## config.mk

```make
export PLATFORM = sky130hd
export DESIGN_NAME = ex_mem_skid_reg
export DESIGN_NICKNAME = d
export VERILOG_FILES = /design/src/rtl/ex_pkg.sv /design/src/rtl/ex_exc_tag.sv /design/src/rtl/ex_mem_skid_reg.sv
export SDC_FILE = /design/constraint.sdc
export NUM_CORES = 1
export LEC_CHECK = 0
export CORE_UTILIZATION = 44
export DETAILED_ROUTE_END_ITERATION = 12
export GPL_TIMING_DRIVEN = 0
export PLACE_DENSITY = 0.92
export SKIP_CTS_REPAIR_TIMING = 1
export SLEW_MARGIN = 20
export SYNTH_ARGS = -nofsm -noshare
export SYNTH_HDL_FRONTEND = slang
export SYNTH_SLANG_ARGS = --single-unit
```

## constraint.sdc

```tcl
create_clock -name clk -period 9.5 [get_ports clk]
set_input_delay 2.375 -clock clk [delete_from_list [all_inputs] [get_ports clk]]
set_output_delay 2.375 -clock clk [all_outputs]
set_load 0.03 [all_outputs]
```

## src/rtl/ex_pkg.sv

```systemverilog
// Shared types, opcode/exception constants and the squash helper for the EX/MEM stage register.
package ex_pkg;
    localparam int EX_WORD_W = 32;
    localparam int EX_ADDR_W = 30;
    localparam int EX_REG_W  = 5;

    localparam logic [1:0] MEM_OP_NOP = 2'd0;
    localparam logic [1:0] MEM_OP_LDW = 2'd1;
    localparam logic [1:0] MEM_OP_STW = 2'd2;

    localparam logic [1:0] CTRL_OP_NOP  = 2'd0;
    localparam logic [1:0] CTRL_OP_WRCR = 2'd1;
    localparam logic [1:0] CTRL_OP_EXRT = 2'd2;

    localparam logic [2:0] ISA_EXP_NO_EXP     = 3'd0;
    localparam logic [2:0] ISA_EXP_EXT_INT    = 3'd1;
    localparam logic [2:0] ISA_EXP_UNDEF_INSN = 3'd2;
    localparam logic [2:0] ISA_EXP_OVERFLOW   = 3'd3;
    localparam logic [2:0] ISA_EXP_TRAP       = 3'd5;

    typedef struct packed {
        logic [EX_ADDR_W-1:0] pc;
        logic                 br_flag;
        logic [1:0]           mem_op;
        logic [EX_WORD_W-1:0] mem_wr_data;
        logic [1:0]           ctrl_op;
        logic [EX_REG_W-1:0]  dst_addr;
        logic                 gpr_we_;
        logic [2:0]           exp_code;
    } ex_info_t;

    typedef enum logic [1:0] {
        OCC_EMPTY = 2'd0,
        OCC_ONE   = 2'd1,
        OCC_FULL  = 2'd2
    } occ_t;

    localparam ex_info_t EX_INFO_RST = '{
        pc:          '0,
        br_flag:     1'b0,
        mem_op:      MEM_OP_NOP,
        mem_wr_data: '0,
        ctrl_op:     CTRL_OP_NOP,
        dst_addr:    '0,
        gpr_we_:     1'b1,
        exp_code:    ISA_EXP_NO_EXP
    };

    // A squashed beat keeps only its pc/br_flag so the exception handler can locate it.
    function automatic ex_info_t ex_squash(input ex_info_t info, input logic [2:0] code);
        ex_info_t s;
        s          = EX_INFO_RST;
        s.pc       = info.pc;
        s.br_flag  = info.br_flag;
        s.exp_code = code;
        return s;
    endfunction
endpackage

```

## src/rtl/ex_exc_tag.sv

```systemverilog
// Combinational exception tagger: prioritises int_detect over alu_of over the incoming exp_code.
module ex_exc_tag
    import ex_pkg::*;
#(
    parameter int WORD_W = EX_WORD_W
) (
    input  logic              int_detect,
    input  logic              alu_of,
    input  ex_info_t          info,
    input  logic [WORD_W-1:0] alu_out,
    output ex_info_t          tag_info,
    output logic [WORD_W-1:0] tag_data,
    output logic              is_exc
);
    always_comb begin
        tag_info = info;
        tag_data = alu_out;
        is_exc   = 1'b0;
        if (int_detect) begin
            tag_info = ex_squash(info, ISA_EXP_EXT_INT);
            tag_data = '0;
            is_exc   = 1'b1;
        end else if (alu_of) begin
            tag_info = ex_squash(info, ISA_EXP_OVERFLOW);
            tag_data = '0;
            is_exc   = 1'b1;
        end
    end
endmodule

```

## src/rtl/ex_mem_skid_reg.sv

```systemverilog
// EX/MEM pipeline register with optional skid entry (macro EX_MEM_SKID_REG_SKID_EN) and exception counter.
module ex_mem_skid_reg
    import ex_pkg::*;
#(
    parameter int WORD_W = 32,
    parameter int ADDR_W = 30,
    parameter int INFO_W = $bits(ex_info_t)
) (
    input  logic              clk,
    input  logic              reset,
    input  logic              flush,
    input  logic              int_detect,
    input  logic              alu_of,
    input  logic [WORD_W-1:0] alu_out,
    input  logic              in_valid,
    output logic              in_ready,
    input  logic [INFO_W-1:0] in_info,
    output logic              out_valid,
    input  logic              out_ready,
    output logic [INFO_W-1:0] out_info,
    output logic [WORD_W-1:0] out_data,
    output logic [15:0]       exc_cnt
);
    localparam int PC_SHIFT = (ADDR_W >= EX_ADDR_W) ? 0 : EX_ADDR_W - ADDR_W;
    localparam logic [EX_ADDR_W-1:0] PC_MASK = {EX_ADDR_W{1'b1}} >> PC_SHIFT;

    ex_info_t          tag_in;
    ex_info_t          tag_info;
    ex_info_t          head_info;
    logic [WORD_W-1:0] tag_data;
    logic [WORD_W-1:0] head_data;
    logic              is_exc;
    logic              accept;
    logic              pop;
    logic              load_in;
    occ_t              state;
    occ_t              state_n;

    always_comb begin
        tag_in    = ex_info_t'(in_info);
        tag_in.pc = tag_in.pc & PC_MASK;
    end

    ex_exc_tag #(.WORD_W(WORD_W)) u_tag (
        .int_detect (int_detect),
        .alu_of     (alu_of),
        .info       (tag_in),
        .alu_out    (alu_out),
        .tag_info   (tag_info),
        .tag_data   (tag_data),
        .is_exc     (is_exc)
    );

    assign accept    = in_valid && in_ready && !flush;
    assign pop       = out_valid && out_ready;
    assign out_valid = (state != OCC_EMPTY);
    assign out_info  = head_info;
    assign out_data  = head_data;

`ifdef EX_MEM_SKID_REG_SKID_EN
    ex_info_t          skid_info;
    logic [WORD_W-1:0] skid_data;
    logic              load_skid;
    logic              load_from_skid;

    always_comb begin
        state_n        = state;
        load_in        = 1'b0;
        load_skid      = 1'b0;
        load_from_skid = 1'b0;
        if (flush) begin
            state_n = OCC_EMPTY;
        end else begin
            case (state)
                OCC_EMPTY: if (accept) begin
                    state_n = OCC_ONE;
                    load_in = 1'b1;
                end
                OCC_ONE: if (accept && pop) begin
                    load_in = 1'b1;
                end else if (pop) begin
                    state_n = OCC_EMPTY;
                end else if (accept) begin
                    state_n   = OCC_FULL;
                    load_skid = 1'b1;
                end
                OCC_FULL: if (pop) begin
                    state_n        = OCC_ONE;
                    load_from_skid = 1'b1;
                end
                default: state_n = OCC_EMPTY;
            endcase
        end
    end

    // in_ready is a flop so out_ready never reaches upstream combinationally.
    always_ff @(posedge clk or posedge reset) begin
        if (reset) in_ready <= 1'b1;
        else       in_ready <= (state_n != OCC_FULL);
    end

    always_ff @(posedge clk) begin
        if (load_skid) begin
            skid_info <= tag_info;
            skid_data <= tag_data;
        end
    end

    always_ff @(posedge clk or posedge reset) begin
        if (reset) begin
            state     <= OCC_EMPTY;
            head_info <= EX_INFO_RST;
            head_data <= '0;
        end else begin
            state <= state_n;
            if (load_in) begin
                head_info <= tag_info;
                head_data <= tag_data;
            end else if (load_from_skid) begin
                head_info <= skid_info;
                head_data <= skid_data;
            end
        end
    end
`else
    // Single entry: an accept while occupied always coincides with a pop.
    always_comb begin
        state_n = state;
        load_in = 1'b0;
        if (flush) begin
            state_n = OCC_EMPTY;
        end else begin
            case (state)
                OCC_EMPTY: if (accept) begin
                    state_n = OCC_ONE;
                    load_in = 1'b1;
                end
                OCC_ONE: if (accept) begin
                    load_in = 1'b1;
                end else if (pop) begin
                    state_n = OCC_EMPTY;
                end
                default: state_n = OCC_EMPTY;
            endcase
        end
    end

    assign in_ready = !out_valid || out_ready;

    always_ff @(posedge clk or posedge reset) begin
        if (reset) begin
            state     <= OCC_EMPTY;
            head_info <= EX_INFO_RST;
            head_data <= '0;
        end else begin
            state <= state_n;
            if (load_in) begin
                head_info <= tag_info;
                head_data <= tag_data;
            end
        end
    end
`endif

    always_ff @(posedge clk or posedge reset) begin
        if (reset)                                   exc_cnt <= '0;
        else if (accept && is_exc && exc_cnt != '1)  exc_cnt <= exc_cnt + 16'd1;
    end
endmodule

```

==> reports/results.txt <==
crit path capture type -> output pin
GP Congestion -> 0.865
drt via density -> 5.16
Synth warnings -> 0
measured slew at the worst slew-check pin -> 0.819 ns
final count of hold timing violations -> 0
final core utilization -> 0.748
layout cells sized above 1 -> 0.0521
period utilisation layout -> 0.646
pre-CTS setup slack -> 3.39 ns
Vias -> 4978
R2R setup slack -> 7.10 ns
max-cap violations -> 0
I/O Pins -> 241
status -> finished, final reports clean
Clock Tree Root -> clkbuf_16
Worst Path Buf+Inv -> 3
CP Launch Type -> input pin
clock tree buffer depth -> 2
Seq cells post-synth -> 125
CP cell instances -> clkdlybuf4s50_1, nor2b_1, inv_2, clkdlybuf4s50_1
row cnt -> 38
Worst Skew -> 0.00609 ns
clock slew at reported path FFs -> 0.05 ns
post-route ant nets -> 0
1st-iter DRT viols -> 335
Die ar. -> 12000 sq um
Setup-failing EPs final -> 0
fmax -> 0.163 GHz
TritonCTS Buffers -> 17
most frequent cells in the layout -> 252 x nand2_1, 240 x clkdlybuf4s50_1, 124 x dfrtp_1
Crit Path Max Fanout -> 4
DP HPWL -> 12000 um
Critical R2R Capture -> out_info[65]
port bufs -> 240
floorplan core area -> 11000 sq um
Max H-tree Level -> 4
Synth Net Count -> 670
fin crit period -> 6.13 ns
Critical Path AT -> 3.76 ns
Hold Crit Depth -> 2
wire length on met3 -> 1460 um
Seq/Total Area, Yosys -> 0.615
Sinks on Clock Net -> 125
setup ws final -> 3.37 ns
Layout area overhead -> 62.3%
CTS tree -> done
Filler cells -> 744
Power per Cell Area -> 202 nW/um^2
worst min-delay path endpoint -> out_data[27]
die span in y -> 110 um
largest net degree at the start of global routing -> 67
DR top layer -> met4
crit-path max cell delay -> 0.62 ns
WL per Instance -> 16.8 um
final net count -> 930
grt total ovfl -> 0
Synth Cell Area -> 5090 sq um
Distinct cells, synth -> 35
First-pass DRT Iterations -> 5
post-route cell area -> 8250 sq um
Hold Path Class -> register to register
Setup Crit Path Kind -> input pin to output pin
Leak -> 0.00399 uW
Starting Density -> 0.461
Critical Path RT -> 7.13 ns
Slowest cell on crit path -> clkdlybuf4s50_1
final count of pins violating max slew -> 0
Worst path most repeated cell -> clkdlybuf4s50_1
wire length on met2 -> 8340 um
r2r startpoint -> state[0]
TNS Setup -> 0 ns
cells on worst reg2reg path -> 6
Worst-Skew Late Latency -> 0.40 ns
peak supply drop -> 0.000104 V
DR DRC count -> 0
first-pass GRT wire length -> 24500 um
unrepaired setup endpoints after global routing -> no
gr usage total -> 0.275
DRT met1 WL -> 6000 um
hold path start -> out_data[27]
Die X -> 110 um
Cells after Synth -> 554
routed wire length -> 16200 um
commonest non-fill, non-tap cell in the layout -> nand2_1
syn_area_per_cell -> 9.18 sq um
vias in the first global route -> 4956
Worst path top cell family by delay -> buffers and inverters
dpl cell area -> 7700 sq um
slew margin rel. -> 0.452
hold_ws -> 0.462 ns
initial antenna violation count -> 0
ant diodes -> 0
-- worst min-delay path, stage by stage, from the launching register on --
cell and delay, ns:
dfrtp_1 0.33, nand2_1 0.05, nand2_1 0.05
-- cells by family after synthesis --
logic type | after synthesis | share of synthesized area
xor gates and xnor gates | 10 | 0.0172
muxes | 5 | 0.0116
adders and majority gates | 1 | 0.00246
DFF | 125 | 0.615
AOI/OAI and AO/OA | 7 | 0.00836
buffers and inverters | 34 | 0.0263
and+or+nand+nor | 372 | 0.319
-- layer usage --
layer,vias up,global-route usage
met4,0,0.123
li1,2327,-
met3,38,0.0854
met1,2346,0.302
met2,267,0.489
met5,-,0
-- registers in the layout, indices dropped and copies added, names as in the netlist --
signal,cells
exc_cnt,16
out_info,76
out_data,32
state,1
-- cells in the mapped netlist (all sizes together) --
library cell  number  area share
nand2            252        0.19
dfrtp            124        0.61
and3               1      0.0012
o31ai              2      0.0030
xnor2              1      0.0017
or3                1      0.0012
nor4b              1      0.0017
nand2b             3      0.0052
or4                1      0.0015
mux2i              1      0.0020
nor3               5      0.0049
a31oi              2      0.0025
mux2               4      0.0096
inv                3      0.0022
nand4              7       0.015
dfstp              1      0.0052
o21ai              3      0.0030
ha                 1      0.0025
nand3             81       0.080
clkbuf            21       0.015
nor4               4      0.0079
and2               1      0.0012
nor2b              2      0.0025
buf               10      0.0086
nor3b              1      0.0015
xor2               9       0.015
or2                1      0.0012
nor2              11      0.0086
-- through the flow --
stage	cells	total power, uW
final	965	1670
after global routing	965	1730
after CTS	965	1680
after detailed placement	935	1060
after global placement	934	1040
after floorplan	554	847
-- worst max-delay path by stage --
stage	to	from	cells past startpoint
6_report	in_ready	out_ready	4
5_1_grt	in_ready	out_ready	4
4_1_cts	in_ready	out_ready	4
3_5_place_dp	in_ready	out_ready	4
3_3_place_gp	out_info[9]	reset	2
2_1_floorplan	exc_cnt[0]	reset	1
-- area by class of cell --
type                            count  area (sq um)  area share
Clock buffer                       22           464      0.0562
Inverter                            3          16.3     0.00197
Clock inverter                      8          92.6      0.0112
Sequential cell                   125          3130       0.379
Buffer                             31           123      0.0149
Tap cell                          140           175      0.0212
Timing Repair Buffer              241          2430       0.294
Multi-Input combinational cell    395          1820       0.221
-- power breakdown --
part           switching (uW)  internal (uW)  leakage, uW  total [uW]
registers                50.7            593      0.00163         644
logic                     235            176      0.00208         412
clock network             219            394     0.000275         613
total                     505           1160      0.00399        1670
Note: power is estimated with default switching activity, not from simulation.
